==> config.mk <==
export PLATFORM = sky130hd
export DESIGN_NAME = hex_display_scan_flat
export DESIGN_NICKNAME = d
export VERILOG_FILES = /design/src/rtl/hex_display_scan_pkg.sv /design/src/rtl/hex_display_scan_if.sv /design/src/rtl/hex_display_scan_seg_decode.sv /design/src/rtl/hex_display_scan.sv /design/src/flat_wrapper.sv
export SDC_FILE = /design/constraint.sdc
export NUM_CORES = 1
export LEC_CHECK = 0
export ABC_CLOCK_PERIOD_IN_PS = 3100
export CORE_UTILIZATION = 57
export DETAILED_ROUTE_END_ITERATION = 12
export PLACE_DENSITY = 0.9
export SETUP_SLACK_MARGIN = 0.1
export SYNTH_ARGS = -nofsm -noshare
export SYNTH_HDL_FRONTEND = slang
export SYNTH_SLANG_ARGS = --single-unit
==> constraint.sdc <==
create_clock -name CLOCK_50 -period 3.1 [get_ports CLOCK_50]
set_input_delay 0.62 -clock CLOCK_50 [delete_from_list [all_inputs] [get_ports CLOCK_50]]
set_output_delay 0.62 -clock CLOCK_50 [all_outputs]
set_load 0.02 [all_outputs]
==> src/rtl/hex_display_scan_pkg.sv <==
// Shared constants for the hex display scanner: segment table, off pattern and
// the index-width helper used to size the scan counters.
package hex_display_pkg;

    // Active-high segment patterns for 0..F, bit0 = a ... bit6 = g.
    localparam logic [6:0] SEG_LUT [16] = '{
        7'h3F, 7'h06, 7'h5B, 7'h4F, 7'h66, 7'h6D, 7'h7D, 7'h07,
        7'h7F, 7'h67, 7'h77, 7'h7C, 7'h39, 7'h5E, 7'h79, 7'h71
    };

    localparam logic [6:0] SEG_OFF = 7'h00;

    function automatic logic [6:0] seg_of(input logic [3:0] nibble);
        return SEG_LUT[nibble];
    endfunction

    function automatic int clog2(input int n);
        int r;
        r = 0;
        for (int v = n - 1; v > 0; v = v >> 1) r++;
        return r;
    endfunction

endpackage

==> src/rtl/hex_display_scan_if.sv <==
// System-side load bus and board-side display pins of the hex display scanner.
// master = system logic driving DATA/LOAD, slave = the scanner itself.
interface hex_display_scan_if #(
    parameter int NUM_DIGITS = 4
);
    logic [4*NUM_DIGITS-1:0] DATA;
    logic                    LOAD;
    logic [NUM_DIGITS-1:0]   BLANK;
    logic [NUM_DIGITS-1:0]   DP;
    logic [6:0]              HEX_SEG;
    logic                    HEX_DP;
    logic [NUM_DIGITS-1:0]   HEX_AN;
    logic                    FRAME;

    modport master (
        output DATA, LOAD, BLANK, DP,
        input  HEX_SEG, HEX_DP, HEX_AN, FRAME
    );

    modport slave (
        input  DATA, LOAD, BLANK, DP,
        output HEX_SEG, HEX_DP, HEX_AN, FRAME
    );
endinterface

==> src/rtl/hex_display_scan_seg_decode.sv <==
// Combinational nibble to active-high 7-segment pattern.
module hex_seg_decode
    import hex_display_pkg::*;
(
    input  logic [3:0] nibble_i,
    output logic [6:0] seg_o
);
    assign seg_o = seg_of(nibble_i);
endmodule

==> src/rtl/hex_display_scan.sv <==
// Time-multiplexed hex driver: prescaled digit scan, frame-aligned value update.
// Optional macro HEX_LZ_BLANK_EN enables leading-zero suppression.
module hex_display_scan
    import hex_display_pkg::*;
#(
    parameter int NUM_DIGITS = 4,
    parameter int SCAN_DIV   = 50000,
    parameter int ACTIVE_LOW = 1
) (
    input logic               CLOCK_50,
    input logic               RESET,
    hex_display_scan_if.slave bus
);
    localparam int IDX_W = (NUM_DIGITS > 1) ? clog2(NUM_DIGITS) : 1;
    localparam int PS_W  = (SCAN_DIV > 1) ? clog2(SCAN_DIV) : 1;
    localparam logic [IDX_W-1:0] IDX_LAST = IDX_W'(NUM_DIGITS - 1);
    localparam logic [PS_W-1:0]  PS_LAST  = PS_W'(SCAN_DIV - 1);

    // Pin "off" levels double as the polarity mask for the active-high patterns.
    localparam logic [6:0]            SEG_PIN_OFF = {7{ACTIVE_LOW != 0}};
    localparam logic                  DP_PIN_OFF  = (ACTIVE_LOW != 0);
    localparam logic [NUM_DIGITS-1:0] AN_PIN_OFF  = {NUM_DIGITS{ACTIVE_LOW != 0}};

    logic [PS_W-1:0]         presc_q, presc_d;
    logic [IDX_W-1:0]        idx_q, idx_d;
    logic [4*NUM_DIGITS-1:0] act_data_q, act_data_d, pend_data_q, pend_data_d;
    logic [NUM_DIGITS-1:0]   act_blank_q, act_blank_d, pend_blank_q, pend_blank_d;
    logic [NUM_DIGITS-1:0]   act_dp_q, act_dp_d, pend_dp_q, pend_dp_d;
    logic                    pend_vld_q, pend_vld_d;
    logic [6:0]              seg_q, seg_d;
    logic                    dp_q, dp_d;
    logic [NUM_DIGITS-1:0]   an_q, an_d;
    logic                    frame_q, frame_d;

    logic                  tick, wrap, blank_sel;
    logic [3:0]            cur_nib;
    logic [6:0]            cur_seg, seg_pat;
    logic [NUM_DIGITS-1:0] lz_blank;

    assign tick = (presc_q == PS_LAST);
    assign wrap = tick && (idx_q == IDX_LAST);

    // NOTE: every always_comb output gets a default first so no path leaves it unassigned (no latches).
    always_comb begin
        presc_d      = tick ? '0 : presc_q + 1'b1;
        idx_d        = idx_q;
        act_data_d   = act_data_q;
        act_blank_d  = act_blank_q;
        act_dp_d     = act_dp_q;
        pend_data_d  = pend_data_q;
        pend_blank_d = pend_blank_q;
        pend_dp_d    = pend_dp_q;
        pend_vld_d   = pend_vld_q;
        frame_d      = wrap;

        if (tick) idx_d = wrap ? '0 : idx_q + 1'b1;

        // A load landing on the wrap tick bypasses pending and goes live at once.
        if (wrap) begin
            if (bus.LOAD) begin
                act_data_d  = bus.DATA;
                act_blank_d = bus.BLANK;
                act_dp_d    = bus.DP;
            end else if (pend_vld_q) begin
                act_data_d  = pend_data_q;
                act_blank_d = pend_blank_q;
                act_dp_d    = pend_dp_q;
            end
            pend_vld_d = 1'b0;
        end else if (bus.LOAD) begin
            pend_data_d  = bus.DATA;
            pend_blank_d = bus.BLANK;
            pend_dp_d    = bus.DP;
            pend_vld_d   = 1'b1;
        end
    end

`ifdef HEX_LZ_BLANK_EN
    always_comb begin
        logic zero_run;
        lz_blank = '0;
        zero_run = 1'b1;
        for (int i = NUM_DIGITS - 1; i >= 1; i--) begin
            zero_run    = zero_run && (act_data_q[4*i +: 4] == 4'h0);
            lz_blank[i] = zero_run;
        end
    end
`else
    assign lz_blank = '0;
`endif

    assign cur_nib   = act_data_q[4*int'(idx_q) +: 4];
    assign blank_sel = act_blank_q[idx_q] | lz_blank[idx_q];

    hex_seg_decode u_decode (
        .nibble_i (cur_nib),
        .seg_o    (cur_seg)
    );

    always_comb begin
        seg_pat = blank_sel ? SEG_OFF : cur_seg;
        seg_d   = seg_pat ^ SEG_PIN_OFF;
        dp_d    = (!blank_sel && act_dp_q[idx_q]) ^ DP_PIN_OFF;
        an_d    = (NUM_DIGITS'(1) << idx_q) ^ AN_PIN_OFF;
    end

    // NOTE: sequential state uses non-blocking assignments so all registers update from pre-edge values.
    always_ff @(posedge CLOCK_50 or posedge RESET) begin
        if (RESET) begin
            presc_q      <= '0;
            idx_q        <= '0;
            act_data_q   <= '0;
            act_blank_q  <= '0;
            act_dp_q     <= '0;
            pend_data_q  <= '0;
            pend_blank_q <= '0;
            pend_dp_q    <= '0;
            pend_vld_q   <= 1'b0;
            seg_q        <= SEG_PIN_OFF;
            dp_q         <= DP_PIN_OFF;
            an_q         <= AN_PIN_OFF;
            frame_q      <= 1'b0;
        end else begin
            presc_q      <= presc_d;
            idx_q        <= idx_d;
            act_data_q   <= act_data_d;
            act_blank_q  <= act_blank_d;
            act_dp_q     <= act_dp_d;
            pend_data_q  <= pend_data_d;
            pend_blank_q <= pend_blank_d;
            pend_dp_q    <= pend_dp_d;
            pend_vld_q   <= pend_vld_d;
            seg_q        <= seg_d;
            dp_q         <= dp_d;
            an_q         <= an_d;
            frame_q      <= frame_d;
        end
    end

    assign bus.HEX_SEG = seg_q;
    assign bus.HEX_DP  = dp_q;
    assign bus.HEX_AN  = an_q;
    assign bus.FRAME   = frame_q;

endmodule

==> src/flat_wrapper.sv <==
// flat-port wrapper written by rule: the top's interface ports become plain ports
module hex_display_scan_flat import hex_display_pkg::*;
#(
    parameter int NUM_DIGITS = 4,
    parameter int SCAN_DIV   = 50000,
    parameter int ACTIVE_LOW = 1
)
  (CLOCK_50, RESET, bus_DATA, bus_LOAD, bus_BLANK, bus_DP, bus_HEX_SEG, bus_HEX_DP, bus_HEX_AN, bus_FRAME);
  hex_display_scan_if #(.NUM_DIGITS(NUM_DIGITS)) bus_i ();
  input logic CLOCK_50;
  input logic RESET;
  input wire logic [$bits(bus_i.DATA)-1:0] bus_DATA;
  input wire logic [$bits(bus_i.LOAD)-1:0] bus_LOAD;
  input wire logic [$bits(bus_i.BLANK)-1:0] bus_BLANK;
  input wire logic [$bits(bus_i.DP)-1:0] bus_DP;
  output wire logic [$bits(bus_i.HEX_SEG)-1:0] bus_HEX_SEG;
  output wire logic [$bits(bus_i.HEX_DP)-1:0] bus_HEX_DP;
  output wire logic [$bits(bus_i.HEX_AN)-1:0] bus_HEX_AN;
  output wire logic [$bits(bus_i.FRAME)-1:0] bus_FRAME;
  assign bus_i.DATA = bus_DATA;
  assign bus_i.LOAD = bus_LOAD;
  assign bus_i.BLANK = bus_BLANK;
  assign bus_i.DP = bus_DP;
  assign bus_HEX_SEG = bus_i.HEX_SEG;
  assign bus_HEX_DP = bus_i.HEX_DP;
  assign bus_HEX_AN = bus_i.HEX_AN;
  assign bus_FRAME = bus_i.FRAME;
  hex_display_scan #(.NUM_DIGITS(NUM_DIGITS), .SCAN_DIV(SCAN_DIV), .ACTIVE_LOW(ACTIVE_LOW)) u_core (.CLOCK_50(CLOCK_50), .RESET(RESET), .bus(bus_i));
endmodule
==> impl_results.md <==
* Status: complete, but fails checks
* Violated checks: DRC
* Die Span Y at roughly 84 um
* Cells taking the most area after synthesis: dfrtp_1, mux2_2, dfstp_2, mux2_4, ha_1
* Die Width at approximately 84 um
* Row count at 29
* GRT Util Overall at a little under a quarter
* Hold Path Class: flip-flop to flip-flop
* Most frequent cell after synthesis: dfrtp_1
* Crit path DAT at 2.94 ns
* WS Path Type: flip-flop to flip-flop
* ANT cells at 0
* Synth Area per Inst at approximately 14 sq um
* Register bit total from synthesis at 80
* H-Tree Depth at 3
* Total CTS buffers at 9
* Fillers at 424
* Nets at between 300 and 400
* Largest net degree at the start of global routing at slightly below 60
* Vias in the first global route at 2602
* Port bufs at 39
* Leak at between 2 and 2.5 nW
* Core area at approximately 0.0065 sq mm
* Placed cell area at approximately 0.0043 sq mm
* Final worst path period share at approximately 87%
* Final ANT Viol Nets at 0
* Clock insertion delay at the later pin of the skew report at about 0.36 ns
* Yosys cell types at 36
* Top_reg_cell synth: dfrtp_1
* Net Count, Synth at approximately 320
* Initial antenna violation count at 0
* Synth Warn # at 0
* Placer Congestion at a little under 0.8
* Clock buffer depth at 2
* RSZ-0062 raised after global routing: no
* Post-CTS Setup Repair Bufs at 0
* Worst Setup Start Kind: flip-flop
* First-pass GRT wire length at ~13 mm
* Starting Density at between 50 and 60%
* CP Capture Type: flip-flop
* Top cell type by total area after synthesis: dfrtp_1
* Final Hold Fails at 0
* I/O Pins at 40
* TritonCTS clock tree: done
* Clock transition at path regs at 0.09 ns
* Min cycle time layout at about 2.7 ns
* Clock Sink Count at 80
* Skew final at 0.0121 ns
* Pre-Repair DR Iteration Count at 8
* Max Freq at between 300 and 400 MHz
* Total grt overflow at 0
* Max cap viols at 0
* VDD IR-drop max at roughly 0.00031 V
* Post-Syn Area at slightly below 0.004 sq mm
* 1st-iter DRT viols at ~150
* Top post-synthesis cells by count: dfrtp_1, mux2_2, mux2_4, inv_1, nand2_1
* Area Overhead vs Synth at 18.3%
* Setup TNS at 0 ns
* FFs w/ async S/R, synth at between 90% and 100%
* Post-synthesis sequential area ratio at 52.1%
* CP Max Fanout at 24
* # DRC at 2
* Slew HR at 14.0%
* Vias per Instance at approximately 5.8
* CTS resizes at 0
* Final Setup Violations at 0
* Crit path required time at ~3.3 ns
* Design Area, Final at 0.00458 sq mm
* Layout cells sized above 1 at 36.0%
* Max Slew Vio Count at 0
* Routed via count at 2372
* Root Buffer: clkbuf_8
* EDFF count, synth at 0
* Pwr Density at between 500 and 600 mW/mm^2
* Post-DR wirelength/cell at around 19 um
* Final HPWL DP at ~5 mm
* Final Core Density at a little under three quarters
* CTS Hold Bufs at 0
* Routed wire length at 7.66 mm
* Syn Inst Count at about 290
* Top cell type's share of synthesized area at between 40% and 50%
* Worst Tran Pin Value at around 1.3 ns
* Die footprint at 0.00713 sq mm
-- sequential cells by signal, indices dropped and copies added (netlist names) --
signal,cells
u_core.idx_q,2
u_core.act_blank_q,4
u_core.bus.HEX_SEG,7
u_core.pend_dp_q,4
u_core.bus.HEX_DP,1
u_core.act_data_q,16
u_core.act_dp_q,4
u_core.presc_q,16
u_core.pend_data_q,16
u_core.pend_vld_q,1
u_core.bus.HEX_AN,4
u_core.bus.FRAME,1
u_core.pend_blank_q,4
-- power by group --
group	internal [mW]	switching [mW]	total, mW
Sequential	1.10	0.0260	1.13
Clock	0.561	0.394	0.955
Combinational	0.133	0.102	0.235
-- cell type report --
class                           instances  area (sq um)  area share, %
Sequential cell                        80          2020           44.1
Multi-Input combinational cell        179          1730           37.9
Timing Repair Buffer                   43           433           9.46
Clock buffer                           10           138           3.01
Clock inverter                          6           113           2.46
Tap cell                               77          96.3           2.10
Inverter                               13          48.8           1.07
-- per-stage QoR --
step / worst slack (ns) / hold WS, ns / instances / total power [mW]
after floorplan: 0.448 / 0.447 / 285 / 1.29
after global placement: 0.561 / 0.463 / 392 / 1.36
after detailed placement: 0.425 / 0.490 / 392 / 1.38
after CTS: 0.399 / 0.509 / 408 / 2.34
after global routing: 0.227 / 0.523 / 408 / 2.40
final: 0.401 / 0.508 / 408 / 2.32
-- worst max-delay path, stage by stage (launching register included) --
cell	delay, ns
dfrtp_1	0.40
ha_1	0.25
nand3_1	0.18
nand4b_2	0.29
o21ai_2	1.00
mux2_2	0.44
-- path summary, 6_finish.rpt --
| path | endpoint | slack, ns | startpoint | depth (start not counted) |
|---|---|---|---|---|
| max | u_core.pend_data_q[12] | 0.40 | u_core.presc_q[0] | 5 |
| min | u_core.presc_q[10] | 0.51 | u_core.presc_q[10] | 1 |
| max reg2reg | u_core.pend_data_q[12] | 0.40 | u_core.presc_q[0] | 5 |
| min reg2reg | u_core.presc_q[10] | 0.51 | u_core.presc_q[10] | 1 |
| max in group asynchronous | u_core.bus.HEX_AN[0] | 1.75 | RESET | 3 |
| min in group asynchronous | u_core.pend_data_q[8] | 0.63 | RESET | 2 |
-- metal layers --
| layer | vias to the layer above | GRT usage, % | part of all wire [%] |
|---|---|---|---|
| met5 | - | 0 | 0 |
| li1 | 1088 | - | - |
| met3 | 13 | 5.60 | 4.0 |
| met1 | 1205 | 29.9 | 42 |
| met4 | 0 | 12.0 | 2.1 |
| met2 | 66 | 39.5 | 52 |
-- placed cells by master (no fill, tap or decap), types with 2 or more instances in the layout --
master	synthesis	final
dfrtp_1	68	68
mux2_2	54	54
clkdlybuf4s50_1	0	39
mux2_4	20	20
nand2_1	13	13
inv_1	13	12
nor2_1	12	12
dfstp_2	12	12
ha_1	10	10
clkbuf_8	0	10
xor2_1	9	9
a21oi_1	6	6
nand3_1	5	5
o21ai_0	5	5
mux4_2	5	5
o221ai_1	5	5
or3_1	4	4
nand4_1	4	4
and4_1	3	3
and2_1	3	3
xnor2_1	3	3
bufinv_16	0	3
buf_4	0	3
and4bb_2	2	2
nor2b_1	2	2
mux2i_1	2	2
inv_6	0	2
-- logic make-up (layout without fill, tap and decap cells) --
group / count (synthesis) / count (layout) / share of synthesized area, %
multiplexers: 81 / 81 / 26.9
flip-flops: 80 / 80 / 52.1
AND/OR/NAND/NOR: 55 / 55 / 8.44
buffers and inverters: 26 / 72 / 3.23
AO/OA/AOI/OAI: 21 / 21 / 3.39
XOR/XNOR: 12 / 12 / 2.72
adder cells (fa/ha/maj): 10 / 10 / 3.23
Power figures use the tool's default switching activity.
